[config.mk]
export PLATFORM = sky130hd
export DESIGN_NAME = rr_lock_scheduler_flat
export DESIGN_NICKNAME = d
export VERILOG_FILES = /design/src/rtl/rr_sched_pkg.sv /design/src/rtl/rr_lock_scheduler_if.sv /design/src/rtl/rr_pick.sv /design/src/rtl/rr_lock_scheduler.sv /design/src/flat_wrapper.sv
export SDC_FILE = /design/constraint.sdc
export NUM_CORES = 1
export LEC_CHECK = 0
export BUFFER_PORTS_ARGS = -buffer_cell sky130_fd_sc_hd__buf_2
export CAP_MARGIN = 25
export CELL_PAD_IN_SITES_DETAIL_PLACEMENT = 0
export CELL_PAD_IN_SITES_GLOBAL_PLACEMENT = 1
export CORE_MARGIN = 3
export CORE_UTILIZATION = 36
export DETAILED_ROUTE_END_ITERATION = 6
export GPL_TIMING_DRIVEN = 0
export PLACE_DENSITY = 0.76
export SYNTH_ARGS = -nofsm -noshare
export SYNTH_HDL_FRONTEND = slang
export SYNTH_SLANG_ARGS = --single-unit
[constraint.sdc]
create_clock -name clk -period 2.4 [get_ports clk]
set_clock_uncertainty 0.2 [all_clocks]
set_input_delay 0.36 -clock clk [delete_from_list [all_inputs] [get_ports clk]]
set_output_delay 0.36 -clock clk [all_outputs]
set_load 0.02 [all_outputs]
[src/rtl/rr_sched_pkg.sv]
// Shared definitions for the round-robin lock scheduler: FSM state encoding,
// a constant clog2 helper and the default hold limit.
package rr_sched_pkg;

    typedef enum logic [1:0] {
        IDLE  = 2'd0,
        GRANT = 2'd1,
        GAP   = 2'd2
    } state_t;

    localparam int MAX_HOLD_DEFAULT = 16;

    // Ceiling log2, usable in parameter defaults.
    function automatic int clog2(input int value);
        int r;
        r = 0;
        while ((1 << r) < value) begin
            r = r + 1;
        end
        return r;
    endfunction

endpackage

[src/rtl/rr_lock_scheduler_if.sv]
// Request/grant bundle between requesting masters and the lock scheduler.
//
// Handshake: a master raises req[i] and holds it until it has been served.
// The scheduler answers with a registered one-hot gnt; gnt_valid is |gnt and
// gnt_id is the index of the held grant (it keeps its last value while
// gnt_valid is low). The master owns the resource for every cycle gnt[i] is
// high and ends its tenure by pulsing done[i] or by dropping req[i]; either
// is seen at the next rising edge and is followed by one idle gap cycle.
interface rr_lock_scheduler_if
    import rr_sched_pkg::*;
#(
    parameter int N   = 4,
    parameter int IDW = clog2(N)
);
    logic [N-1:0]   req;
    logic [N-1:0]   done;
    logic [N-1:0]   gnt;
    logic           gnt_valid;
    logic [IDW-1:0] gnt_id;
    logic           busy;
    logic           timeout;

    modport master (
        output req, done,
        input  gnt, gnt_valid, gnt_id, busy, timeout
    );

    modport slave (
        input  req, done,
        output gnt, gnt_valid, gnt_id, busy, timeout
    );
endinterface

[src/rtl/rr_pick.sv]
// Rotating-priority picker: returns the first asserted request when scanning
// from ptr upward, wrapping at N. Purely combinational, reusable by other
// round-robin arbiters.
module rr_pick #(
    parameter int N   = 4,
    parameter int IDW = 2
) (
    input  logic [N-1:0]   req,
    input  logic [IDW-1:0] ptr,
    output logic [IDW-1:0] winner,
    output logic           any
);

    logic [IDW:0] idx;

    // Walk the N positions in priority order and latch the first hit.
    always_comb begin
        winner = '0;
        any    = 1'b0;
        idx    = '0;
        for (int k = 0; k < N; k++) begin
            idx = {1'b0, ptr} + (IDW + 1)'(k);
            if (idx >= (IDW + 1)'(N)) begin
                idx = idx - (IDW + 1)'(N);
            end
            if (!any && req[idx[IDW-1:0]]) begin
                any    = 1'b1;
                winner = idx[IDW-1:0];
            end
        end
    end

endmodule

[src/rtl/rr_lock_scheduler.sv]
// N-requester round-robin scheduler for one shared resource. A winner keeps
// the grant until it pulses done or drops req; each release is followed by a
// single gap cycle, and the priority pointer moves past every new winner.
// Optional hold limit: define RR_HOLD_TIMEOUT_EN to force a release after
// MAX_HOLD grant cycles and flag it on timeout.
module rr_lock_scheduler
    import rr_sched_pkg::*;
#(
    parameter int N        = 4,
    parameter int IDW      = clog2(N),
    parameter int MAX_HOLD = MAX_HOLD_DEFAULT
) (
    input  logic                 clk,
    input  logic                 rst,
    rr_lock_scheduler_if.slave   bus,
    output state_t               dbg_state,
    output logic [IDW-1:0]       dbg_ptr
);

    // Reject configurations outside the supported range at elaboration.
    if (N < 2 || N > 16 || MAX_HOLD < 2) begin : g_cfg_check
        $error("rr_lock_scheduler: unsupported N or MAX_HOLD");
    end

    state_t         state_q, state_d;
    logic [IDW-1:0] ptr_q, ptr_d;
    logic [IDW-1:0] id_q, id_d;
    logic [N-1:0]   gnt_q, gnt_d;
    logic           valid_q, valid_d;
    logic           busy_q, busy_d;

    logic [IDW-1:0] pick_id;
    logic           pick_any;
    logic           release_now;

    rr_pick #(
        .N   (N),
        .IDW (IDW)
    ) u_pick (
        .req    (bus.req),
        .ptr    (ptr_q),
        .winner (pick_id),
        .any    (pick_any)
    );

    // A done or a dropped request from the holder ends the tenure; both in
    // the same cycle are still one release.
    assign release_now = bus.done[id_q] | ~bus.req[id_q];

`ifdef RR_HOLD_TIMEOUT_EN
    localparam int HOLD_W = clog2(MAX_HOLD);

    logic [HOLD_W-1:0] hold_q, hold_d;
    logic              tmo_q, tmo_d;
    logic              hold_limit;

    assign hold_limit = (hold_q == HOLD_W'(MAX_HOLD - 1));
`endif

    // Next-state, pointer, grant and hold-count decisions.
    always_comb begin
        state_d = state_q;
        ptr_d   = ptr_q;
        id_d    = id_q;
        gnt_d   = gnt_q;
`ifdef RR_HOLD_TIMEOUT_EN
        hold_d  = hold_q;
        tmo_d   = 1'b0;
`endif
        case (state_q)
            IDLE, GAP: begin
                if (pick_any) begin
                    state_d        = GRANT;
                    gnt_d          = '0;
                    gnt_d[pick_id] = 1'b1;
                    id_d           = pick_id;
                    ptr_d          = (pick_id == IDW'(N - 1)) ? '0 : pick_id + IDW'(1);
`ifdef RR_HOLD_TIMEOUT_EN
                    hold_d         = '0;
`endif
                end else begin
                    state_d = IDLE;
                    gnt_d   = '0;
                end
            end
            GRANT: begin
                if (release_now) begin
                    state_d = GAP;
                    gnt_d   = '0;
`ifdef RR_HOLD_TIMEOUT_EN
                end else if (hold_limit) begin
                    state_d = GAP;
                    gnt_d   = '0;
                    tmo_d   = 1'b1;
                end else begin
                    hold_d  = hold_q + HOLD_W'(1);
`endif
                end
            end
            default: begin
                state_d = IDLE;
                gnt_d   = '0;
            end
        endcase
        valid_d = |gnt_d;
        busy_d  = (state_d != IDLE);
    end

    // State and registered outputs; reset clears everything at once.
    always_ff @(posedge clk or negedge rst) begin
        if (!rst) begin
            state_q <= IDLE;
            ptr_q   <= '0;
            id_q    <= '0;
            gnt_q   <= '0;
            valid_q <= 1'b0;
            busy_q  <= 1'b0;
        end else begin
            state_q <= state_d;
            ptr_q   <= ptr_d;
            id_q    <= id_d;
            gnt_q   <= gnt_d;
            valid_q <= valid_d;
            busy_q  <= busy_d;
        end
    end

`ifdef RR_HOLD_TIMEOUT_EN
    // Hold counter and the one-cycle forced-release pulse.
    always_ff @(posedge clk or negedge rst) begin
        if (!rst) begin
            hold_q <= '0;
            tmo_q  <= 1'b0;
        end else begin
            hold_q <= hold_d;
            tmo_q  <= tmo_d;
        end
    end

    assign bus.timeout = tmo_q;
`else
    assign bus.timeout = 1'b0;
`endif

    assign bus.gnt       = gnt_q;
    assign bus.gnt_valid = valid_q;
    assign bus.gnt_id    = id_q;
    assign bus.busy      = busy_q;
    assign dbg_state     = state_q;
    assign dbg_ptr       = ptr_q;

endmodule

[src/flat_wrapper.sv]
// flat-port wrapper written by rule: the top's interface ports become plain ports
module rr_lock_scheduler_flat import rr_sched_pkg::*;
#(
    parameter int N        = 4,
    parameter int IDW      = clog2(N),
    parameter int MAX_HOLD = MAX_HOLD_DEFAULT
)
  (clk, rst, dbg_state, dbg_ptr, bus_req, bus_done, bus_gnt, bus_gnt_valid, bus_gnt_id, bus_busy, bus_timeout);
  rr_lock_scheduler_if #(.N(N), .IDW(IDW)) bus_i ();
  input  logic clk;
  input  logic rst;
  output state_t dbg_state;
  output logic [IDW-1:0] dbg_ptr;
  input wire logic [$bits(bus_i.req)-1:0] bus_req;
  input wire logic [$bits(bus_i.done)-1:0] bus_done;
  output wire logic [$bits(bus_i.gnt)-1:0] bus_gnt;
  output wire logic [$bits(bus_i.gnt_valid)-1:0] bus_gnt_valid;
  output wire logic [$bits(bus_i.gnt_id)-1:0] bus_gnt_id;
  output wire logic [$bits(bus_i.busy)-1:0] bus_busy;
  output wire logic [$bits(bus_i.timeout)-1:0] bus_timeout;
  assign bus_i.req = bus_req;
  assign bus_i.done = bus_done;
  assign bus_gnt = bus_i.gnt;
  assign bus_gnt_valid = bus_i.gnt_valid;
  assign bus_gnt_id = bus_i.gnt_id;
  assign bus_busy = bus_i.busy;
  assign bus_timeout = bus_i.timeout;
  rr_lock_scheduler #(.N(N), .IDW(IDW), .MAX_HOLD(MAX_HOLD)) u_core (.clk(clk), .rst(rst), .bus(bus_i), .dbg_state(dbg_state), .dbg_ptr(dbg_ptr));
endmodule
==> results.cfg, run 1 <==
[routing]
wl_per_cell_um = 12.96
drtIter0Drc = 2
dr.pass1.iters = 4
ant_nets = 0
routed_wl_mm = 1.465
drc = 0
num_vias = 572
vias_per_cell = 5.062

[cells_and_area]
antenna_cells = 0
fill_cells = 178
drive_above_1_share = 0.3864
syn_to_final_growth_pct = 27.09
nNetsFinal = 103

[worst_setup_path]
critPathRequiredTime_ps = 2350
crit_fanout = 8
ff2ff_path_depth = 6
crit_start = u_core.dbg_ptr[1]
path_class = register to register
critPathLaunchType = register
reg2reg_from = u_core.dbg_ptr[1]
endpoint_kind = register
arrival_ps = 2060

[logic_synthesis]
avgSynthCellArea_um2 = 10.88
synth.top_cells.by_area = dfrtp_1 45%, ha_1 7.4%, a22o_2 5.9%
synth_top_area_frac = 0.4453
yosysWarnings = 0
synthCells = 62
synthDistinctLibCells = 30
synth_top_area_cell = dfrtp_1
seq_area_frac_synth = 0.4453
synth_seq_cells = 12
synthesis.area_um2 = 674.4
synth_nets = 76

[clocking]
cts_tree = done
htreeDepth = 1
clock_latency_ps = 270
clock-root-buffer = clkbuf_4
cts.reportedPaths.clkPinSlew_ps = 90
cts_buffers = 3
cts_resized = 0
cts_buffer_depth = 2
cts_sinks = 12
cts_setup_buffers = 0
holdBufCountCts = 1

[power]
vdd_drop_max_mv = 0.5375
leakagePower_nw = 0.4126
power.density_mw_per_mm2 = 1277
p_total_mw = 1.095

[placement]
dp_hpwl_mm = 1.144
port_buffers = 21
routabilityCongestion = 0.7497

[die]
num_io_pins = 23
die_h_um = 49.28
initial_core_util = 0.3864
core_region_area_mm2 = 0.001745
fp-row-count = 15
design.die.area_mm2 = 0.002429
fp.dieW_um = 49.28

[global_route]
grt_remaining_overflow = 0
grt_usage = 0.1280
grt_max_degree = 13
antenna_found_initial = 0
grt_pass1_wl_mm = 2.435
grt_pass1_vias = 536

[sta]
maxSlewHeadroom = 0.5483
fin_tns_setup_ps = 0
tightestPinTransition_ps = 671.4
fin_crit_ps = 2107
max_freq_mhz = 474.7
setup_viol = 0
period_share = 0.8778
timing.final.hold_violations = 0
rsz0062_at_grt = false
maxSlewViolCount = 0

[outcome]
status = finished clean

[run]
drv_cap = 0

[hold_path]
hold_path.class = primary input to async pin
-- final timing paths --
path,endpoint,slack [ps]
min,u_core.bus.busy,280
max,u_core.bus.gnt_valid,290
max in group asynchronous,u_core.dbg_ptr[1],1500
max reg2reg,u_core.bus.gnt_valid,290
min in group clk,u_core.bus.gnt_id[1],300
min reg2reg,u_core.bus.gnt[2],320
-- power by group --
part           switching, mW  total, mW  internal [mW]
clock network         0.0708      0.163         0.0921
registers             0.0920      0.386          0.294
logic                  0.311      0.546          0.235
-- worst max-delay path: stages (launching register included) --
cell and delay (ps):
dfrtp_1 450, nor2b_1 160, o21a_1 200, or3_1 350, ha_1 230, nor4_1 290
o2bb2ai_1 110
-- kinds of logic after synthesis --
logic type | after synthesis | share of synthesized area
muxes | 1 | 0.01670
other | 1 | 0.005561
adders and majority gates | 4 | 0.07421
and+or+nand+nor | 26 | 0.2412
DFF | 12 | 0.4453
AOI/OAI and AO/OA | 16 | 0.2004
buffers and inverters | 2 | 0.01670
-- layout make-up --
type | instances | area, um2 | area share
Multi-Input combinational cell | 48 | 362.8 | 0.4234
Inverter | 1 | 3.754 | 0.004380
Sequential cell | 12 | 300.3 | 0.3504
Tap cell | 25 | 31.28 | 0.03650
Buffer | 1 | 7.507 | 0.008759
Timing Repair Buffer | 22 | 115.1 | 0.1343
Clock buffer | 4 | 36.28 | 0.04234
-- flip-flops by register name, indices dropped and copies added, names as in the netlist --
signal                count
u_core.bus.gnt            4
u_core.dbg_state          2
u_core.bus.gnt_valid      1
u_core.bus.gnt_id         2
u_core.bus.busy           1
u_core.dbg_ptr            2
-- stage by stage --
stage	cell area (um2)	setup slack, ps	hold slack, ps	util	std cells
finish	857.1	293.4	282.7	0.4910	113
global route	857.1	218.8	315.5	0.4910	113
CTS	857.1	295.9	287.7	0.4910	113
detailed placement	810.8	322.6	50.68	0.4645	108
global placement	810.8	286.3	46.46	0.4645	108
floorplan	674.4	350.4	-135.6	-	62
-- cell usage in the layout (no fill, tap or decap), types with 3 or more instances in the layout --
cell type  netlist  layout
o21ai_0          3       3
clkbuf_4         0       3
buf_2            0      21
nand2_1          3       3
a22o_2           4       4
dfrtp_1         12      12
nor2_1           4       4
ha_1             4       4
-- cells in the mapped netlist --
master / n
nor2_1: 4
o21a_1: 1
o2bb2ai_1: 1
nand2_1: 3
conb_1: 1
or3_1: 2
nand4_1: 1
mux2_2: 1
nor4_1: 2
or4bb_1: 2
or4_1: 1
o21ai_0: 3
dfrtp_1: 12
inv_1: 1
a41oi_2: 1
nor3_1: 2
o41a_1: 1
nand4b_1: 2
buf_4: 1
ha_1: 4
o41ai_1: 2
nor2b_1: 1
o22ai_1: 1
nand2b_1: 2
o21bai_1: 1
and2_1: 1
or2_2: 2
or4b_1: 1
a22o_2: 4
a21oi_1: 1
-- routing by layer --
layer	global-route usage	part of all wire	vias up
li1	-	-	292
met1	0.1765	0.48	269
met2	0.2031	0.49	9
met3	0.01835	0.029	2
met4	0.04265	0.0048	0
met5	0	0	-
Power figures use the tool's default switching activity.
==> run 2: changes to the inputs <==
--- a/config.mk
+++ b/config.mk
@@ -9,7 +9,6 @@
 export CAP_MARGIN = 25
 export CELL_PAD_IN_SITES_DETAIL_PLACEMENT = 0
 export CELL_PAD_IN_SITES_GLOBAL_PLACEMENT = 1
-export CORE_MARGIN = 3
 export CORE_UTILIZATION = 36
 export DETAILED_ROUTE_END_ITERATION = 6
 export GPL_TIMING_DRIVEN = 0
==> run 2 against run 1 <==
- via count rose by 0.35%
- power fell by 0.21%
- critical path depth did not move
- combinational power about the same
- global-route usage is 2.9 points higher
- final cell count unchanged
- routed wire length shrank 1.4%
- worst setup slack worse by 28 ps
- sequential cell count did not move
- sequential power about the same
==> results.cfg, run 2 (synthesis results as in run 1) <==
[sta]
period_share = 0.8894
fin_tns_setup_ps = 0
max_freq_mhz = 468.5
setup_viol = 0
maxSlewViolCount = 0
maxSlewHeadroom = 0.5308
fin_crit_ps = 2135
fin_hold_ws_ps = 286.4
tightestPinTransition_ps = 697.4
rsz0062_at_grt = false
timing.final.hold_violations = 0
fin_ws_ps = 265.4

[placement]
dp_hpwl_mm = 1.097
port_buffers = 21
dp.cells = 108
placed_area_um2 = 810.8
place_ws_ps = 322.7
routabilityCongestion = 0.7524

[routing]
wl_per_cell_um = 12.79
num_vias = 574
drc = 0
routed_wl_mm = 1.445
ant_nets = 0
dr.pass1.iters = 4
wl_met2_um = 692
drtIter0Drc = 12
highest_layer = met3
wl_met3_um = 50
vias_per_cell = 5.080
wl_met1_um = 703

[clocking]
cts_tree = done
cts_sinks = 12
clock_latency_ps = 270
cts_buffer_depth = 2
holdBufCountCts = 1
cts_setup_buffers = 0
cts_resized = 0
clock-root-buffer = clkbuf_4
cts.reportedPaths.clkPinSlew_ps = 80
htreeDepth = 1
cts_buffers = 3

[global_route]
grt_remaining_overflow = 0
grt_pass1_vias = 501
grt_usage = 0.1566
grt_pass1_wl_mm = 2.235
antenna_found_initial = 0
grt_max_degree = 13

[outcome]
status = finished clean

[cells_and_area]
layoutNonFillerInstCount = 113
antenna_cells = 0
final_common_cell = buf_2
largest_register_ffs = 4
fill_cells = 178
final_cell_mix = 21 x buf_2, 12 x dfrtp_1, 4 x nor2_1, 4 x a22o_2, 4 x ha_1
drive_above_1_share = 0.3864
design_area_um2 = 857.1
syn_to_final_growth_pct = 27.09
nNetsFinal = 103

[power]
vdd_drop_max_mv = 0.5378
leakagePower_nw = 0.4126
power.density_mw_per_mm2 = 1275

[die]
die_h_um = 45.28
design.die.area_mm2 = 0.002050
initial_core_util = 0.3864
core_region_area_mm2 = 0.001745
fp-row-count = 15
num_io_pins = 23
fp.dieW_um = 45.28

[worst_setup_path]
arrival_ps = 2080
rrSetupSlack_ps = 270
path_class = register to register
reg2reg_from = u_core.dbg_ptr[1]
crit_fanout = 8
critPathRequiredTime_ps = 2350
endpoint_kind = register
ff2ff_path_depth = 6
r2r-end = u_core.bus.gnt_valid
critPathLaunchType = register

[run]
drv_cap = 0

[hold_path]
hold_path.class = primary input to async pin
run 2: worst max-delay path by stage:
stage / startpoint / to / slack, ps / cells after the start
finish: u_core.dbg_ptr[1] / u_core.bus.gnt_valid / 270 / 6
global route: u_core.dbg_ptr[1] / u_core.bus.gnt_valid / 160 / 6
CTS: u_core.dbg_ptr[1] / u_core.bus.gnt_valid / 280 / 6
detailed placement: bus_req[3] / u_core.bus.gnt_valid / 320 / 7
global placement: bus_req[3] / u_core.bus.gnt_valid / 290 / 7
floorplan: u_core.dbg_ptr[1] / u_core.bus.gnt_valid / 350 / 6
run 2: per-layer routing:
layer | up-vias | GRT usage
li1 | 289 | -
met1 | 269 | 0.2130
met2 | 16 | 0.2435
met3 | 0 | 0.03600
met4 | 0 | 0.05455
met5 | - | 0
run 2: power by group:
group          total [mW]  internal, mW  switching (mW)
Sequential          0.385         0.294          0.0909
Combinational       0.546         0.235           0.311
Clock               0.162        0.0921          0.0700
Total                1.09         0.621           0.472
run 2: cell type report:
class	instances	area, um2	share of cell area
Sequential cell	12	300.3	0.3504
Multi-Input combinational cell	48	362.8	0.4234
Buffer	1	7.507	0.008759
Inverter	1	3.754	0.004380
Clock buffer	4	36.28	0.04234
Tap cell	25	31.28	0.03650
Timing Repair Buffer	22	115.1	0.1343
run 2: worst max-delay path: stages (launching register included):
cell and delay [ps]:
dfrtp_1 450, nor2b_1 160, o21a_1 200, or3_1 360, ha_1 240, nor4_1 290, o2bb2ai_1 110
run 2: stage by stage:
stage	total power, mW	utilization
4_1_cts	1.106	0.4910
3_3_place_gp	0.9285	0.4645
6_report	1.093	0.4910
2_1_floorplan	0.7627	-
3_5_place_dp	0.9351	0.4645
5_1_grt	1.188	0.4910
==> run 3: changes to the inputs <==
--- a/config.mk
+++ b/config.mk
@@ -13,6 +13,7 @@
 export DETAILED_ROUTE_END_ITERATION = 6
 export GPL_TIMING_DRIVEN = 0
 export PLACE_DENSITY = 0.76
+export REMOVE_ABC_BUFFERS = 1
 export SYNTH_ARGS = -nofsm -noshare
 export SYNTH_HDL_FRONTEND = slang
 export SYNTH_SLANG_ARGS = --single-unit
==> run 3 against run 2 <==
- sequential share of layout area grew 0.31 points
- non-clock buffer count fell by 1
- via count rose by 2.6%
- global-route usage is 1.2 points higher
- register-to-register slack about the same
- die area is the same
- largest power group unchanged
==> results.cfg, run 3 (synthesis results as in run 1) <==
[worst_setup_path]
path_delay_family = simple AND/OR/NAND/NOR gates
cp_cell_sequence = nor2b_1, o21a_1, or3_1, ha_1, nor4_1, o2bb2ai_1
critPathMaxStageDelay_ps = 450
critPathLaunchType = register
critPathRequiredTime_ps = 2360
worst-path-stages = 6
endpoint_kind = register
crit_end = u_core.bus.gnt_valid
crit_start = u_core.dbg_ptr[1]
crit_buf_inv = 0
path_class = register to register
crit_fanout = 8
slowest_stage = dfrtp_1
ff2ff_path_depth = 6
rrSetupSlack_ps = 260
reg2reg_from = u_core.dbg_ptr[1]
arrival_ps = 2090
r2r-end = u_core.bus.gnt_valid

[clocking]
clock-root-buffer = clkbuf_4
cts_buffer_depth = 2
cts_sinks = 12
cts.reportedPaths.clkPinSlew_ps = 80
cts_buffers = 3
cts_resized = 0
clock_latency_ps = 270
holdBufCountCts = 1
cts_setup_buffers = 0
cts_tree = done
htreeDepth = 1

[die]
initial_core_util = 0.3864
core_region_area_mm2 = 0.001745
num_io_pins = 23
fp.dieW_um = 45.28
fp-row-count = 15
design.die.area_mm2 = 0.002050
die_h_um = 45.28

[routing]
wl_per_cell_um = 13.36
dr.pass1.iters = 4
drtIter0Drc = 15
drc = 0
vias_per_cell = 5.259
num_vias = 589
ant_nets = 0
routed_wl_mm = 1.496

[outcome]
status = finished clean

[placement]
routabilityCongestion = 0.7337
port_buffers = 21
dp_hpwl_mm = 1.128

[sta]
maxSlewViolCount = 0
fin_crit_ps = 2135
max_freq_mhz = 468.4
setup_viol = 0
rsz0062_at_grt = false
timing.final.hold_violations = 0
tightestPinTransition_ps = 798.2
period_share = 0.8896
fin_tns_setup_ps = 0
maxSlewHeadroom = 0.4630

[run]
drv_cap = 0

[global_route]
antenna_found_initial = 0
grt_pass1_wl_mm = 2.421
grt_usage = 0.1686
grt_max_degree = 13
grt_remaining_overflow = 0
grt_pass1_vias = 529

[power]
vdd_drop_max_mv = 0.5202
leakagePower_nw = 0.4071
power.density_mw_per_mm2 = 1290

[cells_and_area]
final_cell_mix = 21 x buf_2, 12 x dfrtp_1, 4 x nor2_1, 4 x a22o_2, 4 x ha_1
regArea_um2 = 300.3
fill_cells = 177
final_common_cell = buf_2
syn_to_final_growth_pct = 25.97
final_util = 0.4867
antenna_cells = 0
nNetsFinal = 102
largest_register_ffs = 4
multi_input_area_um2 = 362.8
drive_above_1_share = 0.3793

[hold_path]
hold_path.class = primary input to async pin
[run 3: stage by stage]
step                worst slack (ps)  total power, mW  hold slack [ps]  cell area (um2)  cells
floorplan                      350.4           0.7614           -135.6            666.9     61
global placement               289.6           0.9268            47.07            803.3    107
detailed placement             292.4           0.9397            51.05            803.3    107
CTS                            256.7            1.109            280.8            849.6    112
global route                   143.6            1.188            294.7            849.6    112
finish                         264.9            1.096            289.1            849.6    112
[run 3: where the power goes]
group	switching (mW)	internal (mW)	leakage (nW)
Combinational	0.312	0.234	0.237
Sequential	0.0926	0.294	0.149
Clock	0.0716	0.0922	0.0210
[run 3: worst reg2reg max path: stages (launching register included)]
cell	delay, ps
dfrtp_1	450
nor2b_1	160
o21a_1	200
or3_1	350
ha_1	230
nor4_1	290
o2bb2ai_1	120
[run 3: routing by layer]
layer | global-route usage | routed length [um]
met5 | 0 | 0
met1 | 0.2393 | 693
met4 | 0.05455 | 0
met3 | 0.03600 | 48
met2 | 0.2551 | 753
[run 3: layout make-up]
cell class	instances	share of cell area
Tap cell	25	0.03682
Inverter	1	0.004418
Multi-Input combinational cell	48	0.4271
Timing Repair Buffer	22	0.1355
Clock buffer	4	0.04271
Sequential cell	12	0.3535
[run 3: worst min path at each step]
| stage | to | slack, ps | cells past startpoint |
|---|---|---|---|
| floorplan | u_core.bus.busy | -140 | 0 |
| CTS | u_core.dbg_state[1] | 280 | 2 |
| global route | u_core.bus.gnt_id[1] | 290 | 3 |
| detailed placement | u_core.bus.gnt[1] | 50 | 1 |
| finish | u_core.bus.gnt_id[0] | 290 | 2 |
| global placement | u_core.bus.gnt[3] | 50 | 1 |
